## src/rtl/boreal_interconnect_mn.sv

```systemverilog
// N-master to single-slave interconnect: privileged masters win outright, the rest share the bus
// round-robin; each grant holds the bus until slave ack or timeout, with PRIV-region gating.
module boreal_interconnect_mn #(
  parameter int                     N_MASTERS   = 4,
  parameter logic [N_MASTERS-1:0]   PRIV_MASK   = {{(N_MASTERS-1){1'b0}}, 1'b1},
  parameter logic [3:0]             PRIV_REGION = 4'h2,
  parameter logic [15:0]            REGION_MAP  = 16'h01FF,
  parameter int                     TIMEOUT     = 255
) (
  input  logic                      clk,
  input  logic                      rst_n,
  input  logic [N_MASTERS-1:0]      m_req,
  input  logic [32*N_MASTERS-1:0]   m_addr,
  input  logic [N_MASTERS-1:0]      m_we,
  input  logic [32*N_MASTERS-1:0]   m_wdata,
  output logic [N_MASTERS-1:0]      m_ack,
  output logic [N_MASTERS-1:0]      m_err,
  output logic [31:0]               m_rdata,
  output logic [15:0]               s_sel,
  output logic [31:0]               s_addr,
  output logic [31:0]               s_wdata,
  output logic                      s_we,
  input  logic                      s_ack,
  input  logic                      s_err,
  input  logic [31:0]               s_rdata,
  output logic [2:0]                owner,
  output logic                      busy,
  output logic                      timeout_evt,
  output logic [15:0]               viol_cnt,
  output logic [15:0]               tmo_cnt
);

  typedef enum logic [1:0] {IDLE, BUSY, ERR} state_t;

  localparam logic [7:0] PRIV8 = 8'(PRIV_MASK);

  state_t      state_q;
  logic [2:0]  owner_q;
  logic [2:0]  rr_ptr_q;
  logic [15:0] cyc_q;
  logic [15:0] viol_q;
  logic [15:0] tmo_q;
  logic [15:0] s_sel_q;
  logic        tmo_evt_q;

  logic [31:0] addr8  [8];
  logic [31:0] wdata8 [8];
  logic [7:0]  we8;
  logic        found;
  logic        win_priv;
  logic [2:0]  win;
  logic [3:0]  win_region;
  int          best_d;
  int          d;
  logic        busy_w;
  logic        done;
  logic        in_err;
  logic [7:0]  own_hot;

  function automatic logic [15:0] sat_inc(input logic [15:0] v);
    return (v == 16'hFFFF) ? v : v + 16'd1;
  endfunction

  // Fan the packed master buses out into 8-entry arrays so a 3-bit owner index selects exactly.
  always_comb begin
    for (int i = 0; i < 8; i++) begin
      addr8[i]  = '0;
      wdata8[i] = '0;
    end
    for (int i = 0; i < N_MASTERS; i++) begin
      addr8[i]  = m_addr[32*i +: 32];
      wdata8[i] = m_wdata[32*i +: 32];
    end
  end

  assign we8 = 8'(m_we);

  // Privileged: lowest index wins. Unprivileged: smallest distance past rr_ptr wins.
  always_comb begin
    found    = 1'b0;
    win_priv = 1'b0;
    win      = '0;
    best_d   = N_MASTERS;
    d        = 0;
    for (int i = N_MASTERS - 1; i >= 0; i--) begin
      if (m_req[i] && PRIV8[i]) begin
        found    = 1'b1;
        win_priv = 1'b1;
        win      = 3'(i);
      end
    end
    if (!win_priv) begin
      for (int i = 0; i < N_MASTERS; i++) begin
        if (m_req[i] && !PRIV8[i]) begin
          d = i - int'(rr_ptr_q) - 1;
          if (d < 0) d = d + N_MASTERS;
          if (d < best_d) begin
            best_d = d;
            win    = 3'(i);
            found  = 1'b1;
          end
        end
      end
    end
  end

  assign win_region = addr8[win][31:28];

  always_ff @(posedge clk) begin
    if (!rst_n) begin
      state_q   <= IDLE;
      owner_q   <= '0;
      rr_ptr_q  <= 3'(N_MASTERS - 1);
      cyc_q     <= '0;
      viol_q    <= '0;
      tmo_q     <= '0;
      s_sel_q   <= '0;
      tmo_evt_q <= 1'b0;
    end else begin
      tmo_evt_q <= 1'b0;
      case (state_q)
        IDLE: begin
          if (found) begin
            owner_q <= win;
            cyc_q   <= '0;
            if (!win_priv) rr_ptr_q <= win;
            if (!PRIV8[win] && (win_region == PRIV_REGION)) begin
              state_q <= ERR;
              viol_q  <= sat_inc(viol_q);
            end else if (!REGION_MAP[win_region]) begin
              state_q <= ERR;
            end else begin
              state_q <= BUSY;
              s_sel_q <= 16'd1 << win_region;
            end
          end
        end
        BUSY: begin
          cyc_q <= cyc_q + 16'd1;
          if (s_ack) begin
            state_q <= IDLE;
            owner_q <= '0;
            s_sel_q <= '0;
          end else if ((cyc_q + 16'd1) == 16'(TIMEOUT)) begin
            state_q   <= ERR;
            s_sel_q   <= '0;
            tmo_evt_q <= 1'b1;
            tmo_q     <= sat_inc(tmo_q);
          end
        end
        ERR: begin
          state_q <= IDLE;
          owner_q <= '0;
        end
        default: state_q <= IDLE;
      endcase
    end
  end

  // Completion/error pulses are suppressed while reset is asserted so an aborted owner sees nothing.
  assign busy_w  = (state_q == BUSY);
  assign own_hot = 8'd1 << owner_q;
  assign done    = busy_w & s_ack & rst_n;
  assign in_err  = (state_q == ERR) & rst_n;

  assign m_ack       = (done & ~s_err) ? own_hot[N_MASTERS-1:0] : '0;
  assign m_err       = ((done & s_err) | in_err) ? own_hot[N_MASTERS-1:0] : '0;
  assign m_rdata     = done ? s_rdata : 32'h0;
  assign s_sel       = s_sel_q;
  assign s_addr      = busy_w ? addr8[owner_q] : 32'h0;
  assign s_wdata     = busy_w ? wdata8[owner_q] : 32'h0;
  assign s_we        = busy_w & we8[owner_q];
  assign owner       = owner_q;
  assign busy        = busy_w;
  assign timeout_evt = tmo_evt_q;
  assign viol_cnt    = viol_q;
  assign tmo_cnt     = tmo_q;

endmodule

```

## config.mk

```make
export PLATFORM = sky130hd
export DESIGN_NAME = boreal_interconnect_mn
export DESIGN_NICKNAME = d
export VERILOG_FILES = /design/src/rtl/boreal_interconnect_mn.sv
export SDC_FILE = /design/constraint.sdc
export NUM_CORES = 1
export LEC_CHECK = 0
export CAP_MARGIN = 20
export CORE_AREA = 2 2 181 183
export CTS_BUF_LIST = sky130_fd_sc_hd__clkbuf_4
export DETAILED_ROUTE_END_ITERATION = 16
export DIE_AREA = 0 0 183 185
export PLACE_DENSITY_LB_ADDON = 0.1
export SYNTH_ARGS = -nofsm -noshare
export SYNTH_HDL_FRONTEND = slang
export SYNTH_SLANG_ARGS = --single-unit
export TNS_END_PERCENT = 5
```

## constraint.sdc

```tcl
create_clock -name clk -period 15.7 [get_ports clk]
set_clock_uncertainty 0.2 [all_clocks]
set_input_delay 3.14 -clock clk [delete_from_list [all_inputs] [get_ports clk]]
set_output_delay 3.14 -clock clk [all_outputs]
set_load 0.01 [all_outputs]
```

==> out/results.ini, run 1 <==
[clock_network]
cts_root_buf=clkbuf_4
cts_tree=built
htree_levels=3
postCtsHoldBufs=0
cts_buffer_depth=2
cts_resized=0
post_cts_buffers=0
cts.reportedPaths.clkPinSlew_ns=0.13
insertion_delay_ns=0.45
cts_num_sinks=71
cts_buffers=9

[global_route]
grt_pass1_vias=7180
track_usage_pct=19.6
grt_pass1_wl_mm=48.8
overflow=0
antenna_found_initial=13
grt_max_degree=73

[synth]
syn_area_sq_um=6380
syn_avg_cell_area_sq_um=9.10
yosys.area_share.adder_pct=3.92
synth_edf_count=0
synth_nets=1021
netlist_instances=701
yosys.area_share.simple_pct=28.8
synth-xor-area-share_pct=1.92
synth_ff_type=dfxtp_1
synthArstFlopShare_pct=0
ys_seq_area_share_pct=22.3
synth-compound-area-share_pct=13.0
yosys_warnings=0
synth.mux.area_fraction_pct=25.3
synth_top_family_by_area=simple AND/OR/NAND/NOR gates
ys_types=67
synth_seq_cells=71

[power_and_ir_drop]
peakVddDrop_mv=0.0528
power_density_nw_per_um2=92.4
power.leakage_nw=3.95

[floorplan]
dieWidth_um=183
die_y_um=185
std_cell_rows=66
core_sq_um=32000
dieArea_sq_um=33900
start_util_pct=19.9
io_pins=458

[cells_and_area]
layout-drive-gt1-share_pct=9.61
seq_area_sq_um=1430
areaGrowthSynthToFinish_pct=79.5
final_common_cell=clkdlybuf4s50_1
multi_input_area_sq_um=4670
final_cell_mix=456 x clkdlybuf4s50_1, 100 x and2_1, 69 x dfxtp_1
num-fill-cells=3286
layout.nets=1440

[setup_path]
path_class=input port to output pin
slowest_stage=and3_1
critPathTopFamily=buffers and inverters
worst_setup_path_end_kind=output pin
worst_r2r_startpoint=rr_ptr_q[0]
critPathArrivalTime_ns=5.42
crit_buf_inv=3
crit_top_cell=clkdlybuf4s50_1
startpoint=rst_n
cp.required_ns=12.36
crit_fanout=32
slowest_delay_ns=0.73
cp_cell_sequence=clkdlybuf4s50_1, buf_4, and3_1, and2_1, clkdlybuf4s50_1
critPathLaunchType=input port

[worst_hold_path]
hp-class=register to register
hold_start=s_sel[0]

[timing]
tightest_slew_ns=1.14
rsz0062_at_grt=no
report.final.slew_viol_count=0
period_needed_ns=8.76
finalSetupTns_ns=0
relSlewSlack_pct=23.9
setup_viol=0
finalCritPeriodShare_pct=55.8
hold_viol=0
fin_ws_ns=6.94
fmax_mhz=114

[route]
num_vias=7291
wire_per_inst_um=22.6
detail-route-antenna-nets=0
drt_iter0_drc=332
dr.pass1.iters=7
routed_wl_mm=34.9
via_per_inst=4.73
drc_errors=0

[run]
max-cap-violations=0

[status]
status=finished clean

[placed_design]
hpwl_mm=28.6
dp_slack_ns=6.93
place.gp.congestion=0.819
io_buffers=456

[cells in the mapped netlist (3+ instances only)]
master | instances | share of area [%]
a21o_1 | 3 | 0.35
a21oi_1 | 38 | 3.0
a311oi_1 | 3 | 0.41
and2_1 | 100 | 9.8
and3_1 | 24 | 2.4
buf_1 | 10 | 0.59
buf_2 | 5 | 0.39
clkbuf_1 | 33 | 1.9
dfxtp_1 | 71 | 22
ha_1 | 20 | 3.9
inv_1 | 19 | 1.1
mux2i_1 | 14 | 2.2
mux4_2 | 65 | 23
nand2_1 | 42 | 2.5
nand2b_1 | 6 | 0.59
nand3_1 | 24 | 1.9
nand4_1 | 11 | 1.1
nor2_1 | 45 | 2.6
nor3_1 | 19 | 1.5
nor3b_1 | 3 | 0.35
nor4_1 | 5 | 0.49
o211ai_1 | 8 | 0.94
o21a_1 | 8 | 0.94
o21ai_0 | 22 | 1.7
o21ai_1 | 3 | 0.24
o22ai_1 | 4 | 0.39
o31a_1 | 3 | 0.41
o31ai_1 | 10 | 1.2
or3_1 | 14 | 1.4
or4_1 | 11 | 1.3
xnor2_1 | 6 | 0.82
xor2_1 | 8 | 1.1
[report_power, final]
group	switching, mW	internal, mW
clock	0.0730	0.0634
sequential	0.0590	0.192
combinational	0.306	0.365
total	0.438	0.620
[cell type report]
type                    instances  area share, %
repair buffers                459           40.1
diodes                         11          0.240
clock inverters                 6          0.754
clock buffers                   9          0.590
well taps                     408           4.46
inverters                      20          0.656
flip-flops and latches         71           12.5
multi-input cells             559           40.8
[registers in the layout (all words and copies together) (netlist names)]
signal / cells
timeout_evt: 1
owner: 2
cyc_q: 16
viol_cnt: 16
s_sel: 16
tmo_cnt: 16
state_q: 2
rr_ptr_q: 2
[path summary, 6_finish.rpt]
path / to / cells past startpoint / slack (ns)
min reg2reg: s_sel[0] / 2 / 0.27
max reg2reg: viol_cnt[7] / 20 / 9.58
min: s_sel[0] / 2 / 0.27
max: m_rdata[14] / 5 / 6.94
[worst min-delay path: cells and delay by family, from the launching register on]
kind | cells | cell delay, ns
flops | 1 | 0.33
simple gates | 1 | 0.05
mux | 1 | 0.05
[metrics by stage]
step	hold slack [ns]	power (mW)	cell area [sq um]	instances	util [%]
CTS	0.275	1.08	11400	1532	35.7
finish	0.269	1.06	11500	1543	35.7
detailed placement	0.257	0.933	11300	1517	35.2
global placement	0.249	0.930	11300	1517	35.2
floorplan	0.262	0.665	6380	701	-
global route	0.292	1.14	11400	1538	35.7
[cells by family after synthesis]
| family | count (synthesis) |
|---|---|
| adder cells (fa/ha/maj) | 20 |
| flip-flops | 71 |
| AND/OR/NAND/NOR | 321 |
| AO/OA/AOI/OAI | 122 |
| other | 2 |
| XOR/XNOR | 14 |
| multiplexers | 80 |
| buffers and inverters | 71 |
[routing by layer]
layer	routed length (um)	up-vias	track usage (%)	share of wire [%]
met5	69	-	0	0.20
met4	795	10	6.50	2.3
met3	2480	41	5.58	7.1
met2	16800	230	32.8	48
met1	14700	3534	24.2	42
li1	-	3476	-	-
Note: power is estimated with default switching activity, not from simulation.
==> run 2, diff against run 1 <==
--- a/config.mk
+++ b/config.mk
@@ -6,10 +6,10 @@
 export NUM_CORES = 1
 export LEC_CHECK = 0
 export CAP_MARGIN = 20
-export CORE_AREA = 2 2 181 183
+export CORE_AREA = 2 2 177 179
 export CTS_BUF_LIST = sky130_fd_sc_hd__clkbuf_4
 export DETAILED_ROUTE_END_ITERATION = 16
-export DIE_AREA = 0 0 183 185
+export DIE_AREA = 0 0 179 181
 export PLACE_DENSITY_LB_ADDON = 0.1
 export SYNTH_ARGS = -nofsm -noshare
 export SYNTH_HDL_FRONTEND = slang
==> constraint.sdc (replaced) <==
create_clock -name clk -period 8.4 [get_ports clk]
set_clock_uncertainty 0.2 [all_clocks]
set_input_delay 1.68 -clock clk [delete_from_list [all_inputs] [get_ports clk]]
set_output_delay 1.68 -clock clk [all_outputs]
set_load 0.01 [all_outputs]
==> run 2 against run 1 <==
Effect of this change:
- sequential share of layout area increased by 0.086 points
- sequential power rose by 86%
- register-to-register slack worse by 7.3 ns
- first-iteration DRC count up 26%
- clock power up 37%
- design area fell by 0.69%
- clock-buffer cell count up 2
- combinational power increased by 88%
==> out/results.ini, run 2 (same netlist as run 1, synthesis figures left out) <==
[status]
status=finished clean

[clock_network]
cts_num_sinks=71  ; unchanged
postCtsHoldBufs=0  ; unchanged
insertion_delay_ns=0.44  ; about the same
cts.reportedPaths.clkPinSlew_ns=0.11  ; -0.02 ns
cts_resized=0  ; unchanged
cts_buffer_depth=2  ; unchanged
cts_root_buf=clkbuf_4
cts_tree=built
post_cts_buffers=0  ; unchanged
cts_buffers=9  ; unchanged
htree_levels=3  ; unchanged

[placed_design]
hpwl_mm=28.8  ; +0.98%
place_area_sq_um=11300  ; about the same
dp_slack_ns=1.26  ; -5.67 ns
io_buffers=456  ; unchanged
place.gp.congestion=0.849  ; +3.7%

[route]
drt_iter0_drc=419  ; +26%
detail-route-antenna-nets=0  ; unchanged
drc_errors=0  ; unchanged
wire_per_inst_um=23.1  ; +2.1%
dr.pass1.iters=5  ; -2
via_per_inst=4.72  ; about the same
routed_wl_mm=35.2  ; +0.98%
num_vias=7210  ; -1.1%

[timing]
fin_ws_ns=1.67  ; -5.27 ns
finalSetupTns_ns=0  ; unchanged
hold_viol=0  ; unchanged
timing.hold.ws_ns=0.271  ; +0.00253 ns
rsz0062_at_grt=no
report.final.slew_viol_count=0  ; unchanged
period_needed_ns=6.73
finalCritPeriodShare_pct=80.1
setup_viol=0  ; unchanged
relSlewSlack_pct=28.1  ; +4.2 points
tightest_slew_ns=1.08  ; -0.0623 ns
fmax_mhz=149

[cells_and_area]
areaGrowthSynthToFinish_pct=78.3
layout-drive-gt1-share_pct=9.43  ; -0.18 points
final_cell_mix=456 x clkdlybuf4s50_1, 100 x and2_1, 69 x dfxtp_1
num-fill-cells=3124  ; -4.9%
layout.nets=1441  ; +0.069%
stdcell_area_sq_um=11400  ; -0.69%
final_common_cell=clkdlybuf4s50_1

[global_route]
grt_pass1_vias=7023  ; -2.2%
overflow=0  ; unchanged
grt_pass1_wl_mm=48.9  ; +0.28%
antenna_found_initial=11  ; -2
track_usage_pct=20.7  ; +1.1 points
grt_max_degree=80  ; +9.6%

[floorplan]
dieArea_sq_um=32400  ; -4.3%
dieWidth_um=179  ; -2.2%
die_y_um=181  ; -2.2%
std_cell_rows=64  ; -3.0%
io_pins=458  ; unchanged
start_util_pct=21.0  ; +1.1 points
core_sq_um=30300  ; -5.3%

[setup_path]
cp.required_ns=8.57  ; -3.79 ns
critPathLaunchType=input port
reg2reg_depth=20  ; unchanged
crit_fanout=30  ; -6.3%
critPathArrivalTime_ns=6.90  ; +1.48 ns
worst_setup_path_end_kind=register
path_class=input port to register

[worst_hold_path]
min_path_cells=2  ; unchanged
hp-class=register to register

[power_and_ir_drop]
peakVddDrop_mv=0.0936  ; +77%
power_density_nw_per_um2=168  ; +82%
p_total_mw=1.91  ; +80%
power.leakage_nw=3.93  ; -0.49%

[run]
max-cap-violations=0  ; unchanged

==> run 2: changes by cell type in the layout (fill, tap and decap cells not counted) <==
cell        previous run  this run
buf_4                  3         4
bufinv_16              2         0
clkbuf_4               9        11
clkinv_1               0         2
clkinv_2               2         1
clkinv_4               1         0
clkinvlp_4             1         0
diode_2               11         6
==> run 2: layout make-up <==
type | instances | area, sq um | area share (%)
Clock buffer | 11 | 82.6 | 0.726
Timing Repair Buffer | 460 | 4590 | 40.4
Clock inverter | 3 | 12.5 | 0.110
Tap cell | 396 | 495 | 4.36
Antenna cell | 6 | 15.0 | 0.132
Multi-Input combinational cell | 559 | 4670 | 41.1
Sequential cell | 71 | 1430 | 12.6
Inverter | 20 | 75.1 | 0.660
==> run 2: final timing paths <==
path / from / end / slack [ns]
min reg2reg: s_sel[4] / s_sel[4] / 0.27
min: s_sel[4] / s_sel[4] / 0.27
max reg2reg: rr_ptr_q[0] / viol_cnt[7] / 2.27
max: m_req[1] / viol_cnt[7] / 1.67
==> run 2: worst max-delay path, stage by stage <==
cell and delay [ns]:
clkdlybuf4s50_1 0.60, nand3_1 0.17, ha_1 0.33, and4bb_2 0.24, nand2_1 0.09, o21ai_2 0.33, nand2_1 0.13, o211ai_1 0.11
o21a_1 0.14, ha_1 0.22, o21a_1 0.12, a211o_2 0.42, a31oi_1 0.40, mux2i_1 0.28, a21o_2 0.21, nand4_2 0.57
or4_1 0.71, a21oi_1 0.14
==> run 2: layer usage <==
metal,GRT usage (%),vias up,part of all wire (%)
li1,-,3463,-
met1,26.7,3441,43
met2,33.5,265,47
met3,5.64,35,7.4
met4,6.41,6,2.6
met5,0,-,0.12
==> run 2: where the power goes <==
group / internal (mW) / leakage [nW] / total, mW / switching (mW)
registers: 0.358 / 0.574 / 0.466 / 0.108
logic: 0.681 / 3.30 / 1.26 / 0.574
clock network: 0.0622 / 0.0577 / 0.186 / 0.124
==> run 2: per-stage QoR <==
step / std cells / util (%)
3_5_place_dp: 1506 / 37.1
4_1_cts: 1520 / 37.4
2_1_floorplan: 701 / -
6_report: 1526 / 37.5
5_1_grt: 1524 / 37.5
3_3_place_gp: 1506 / 37.1
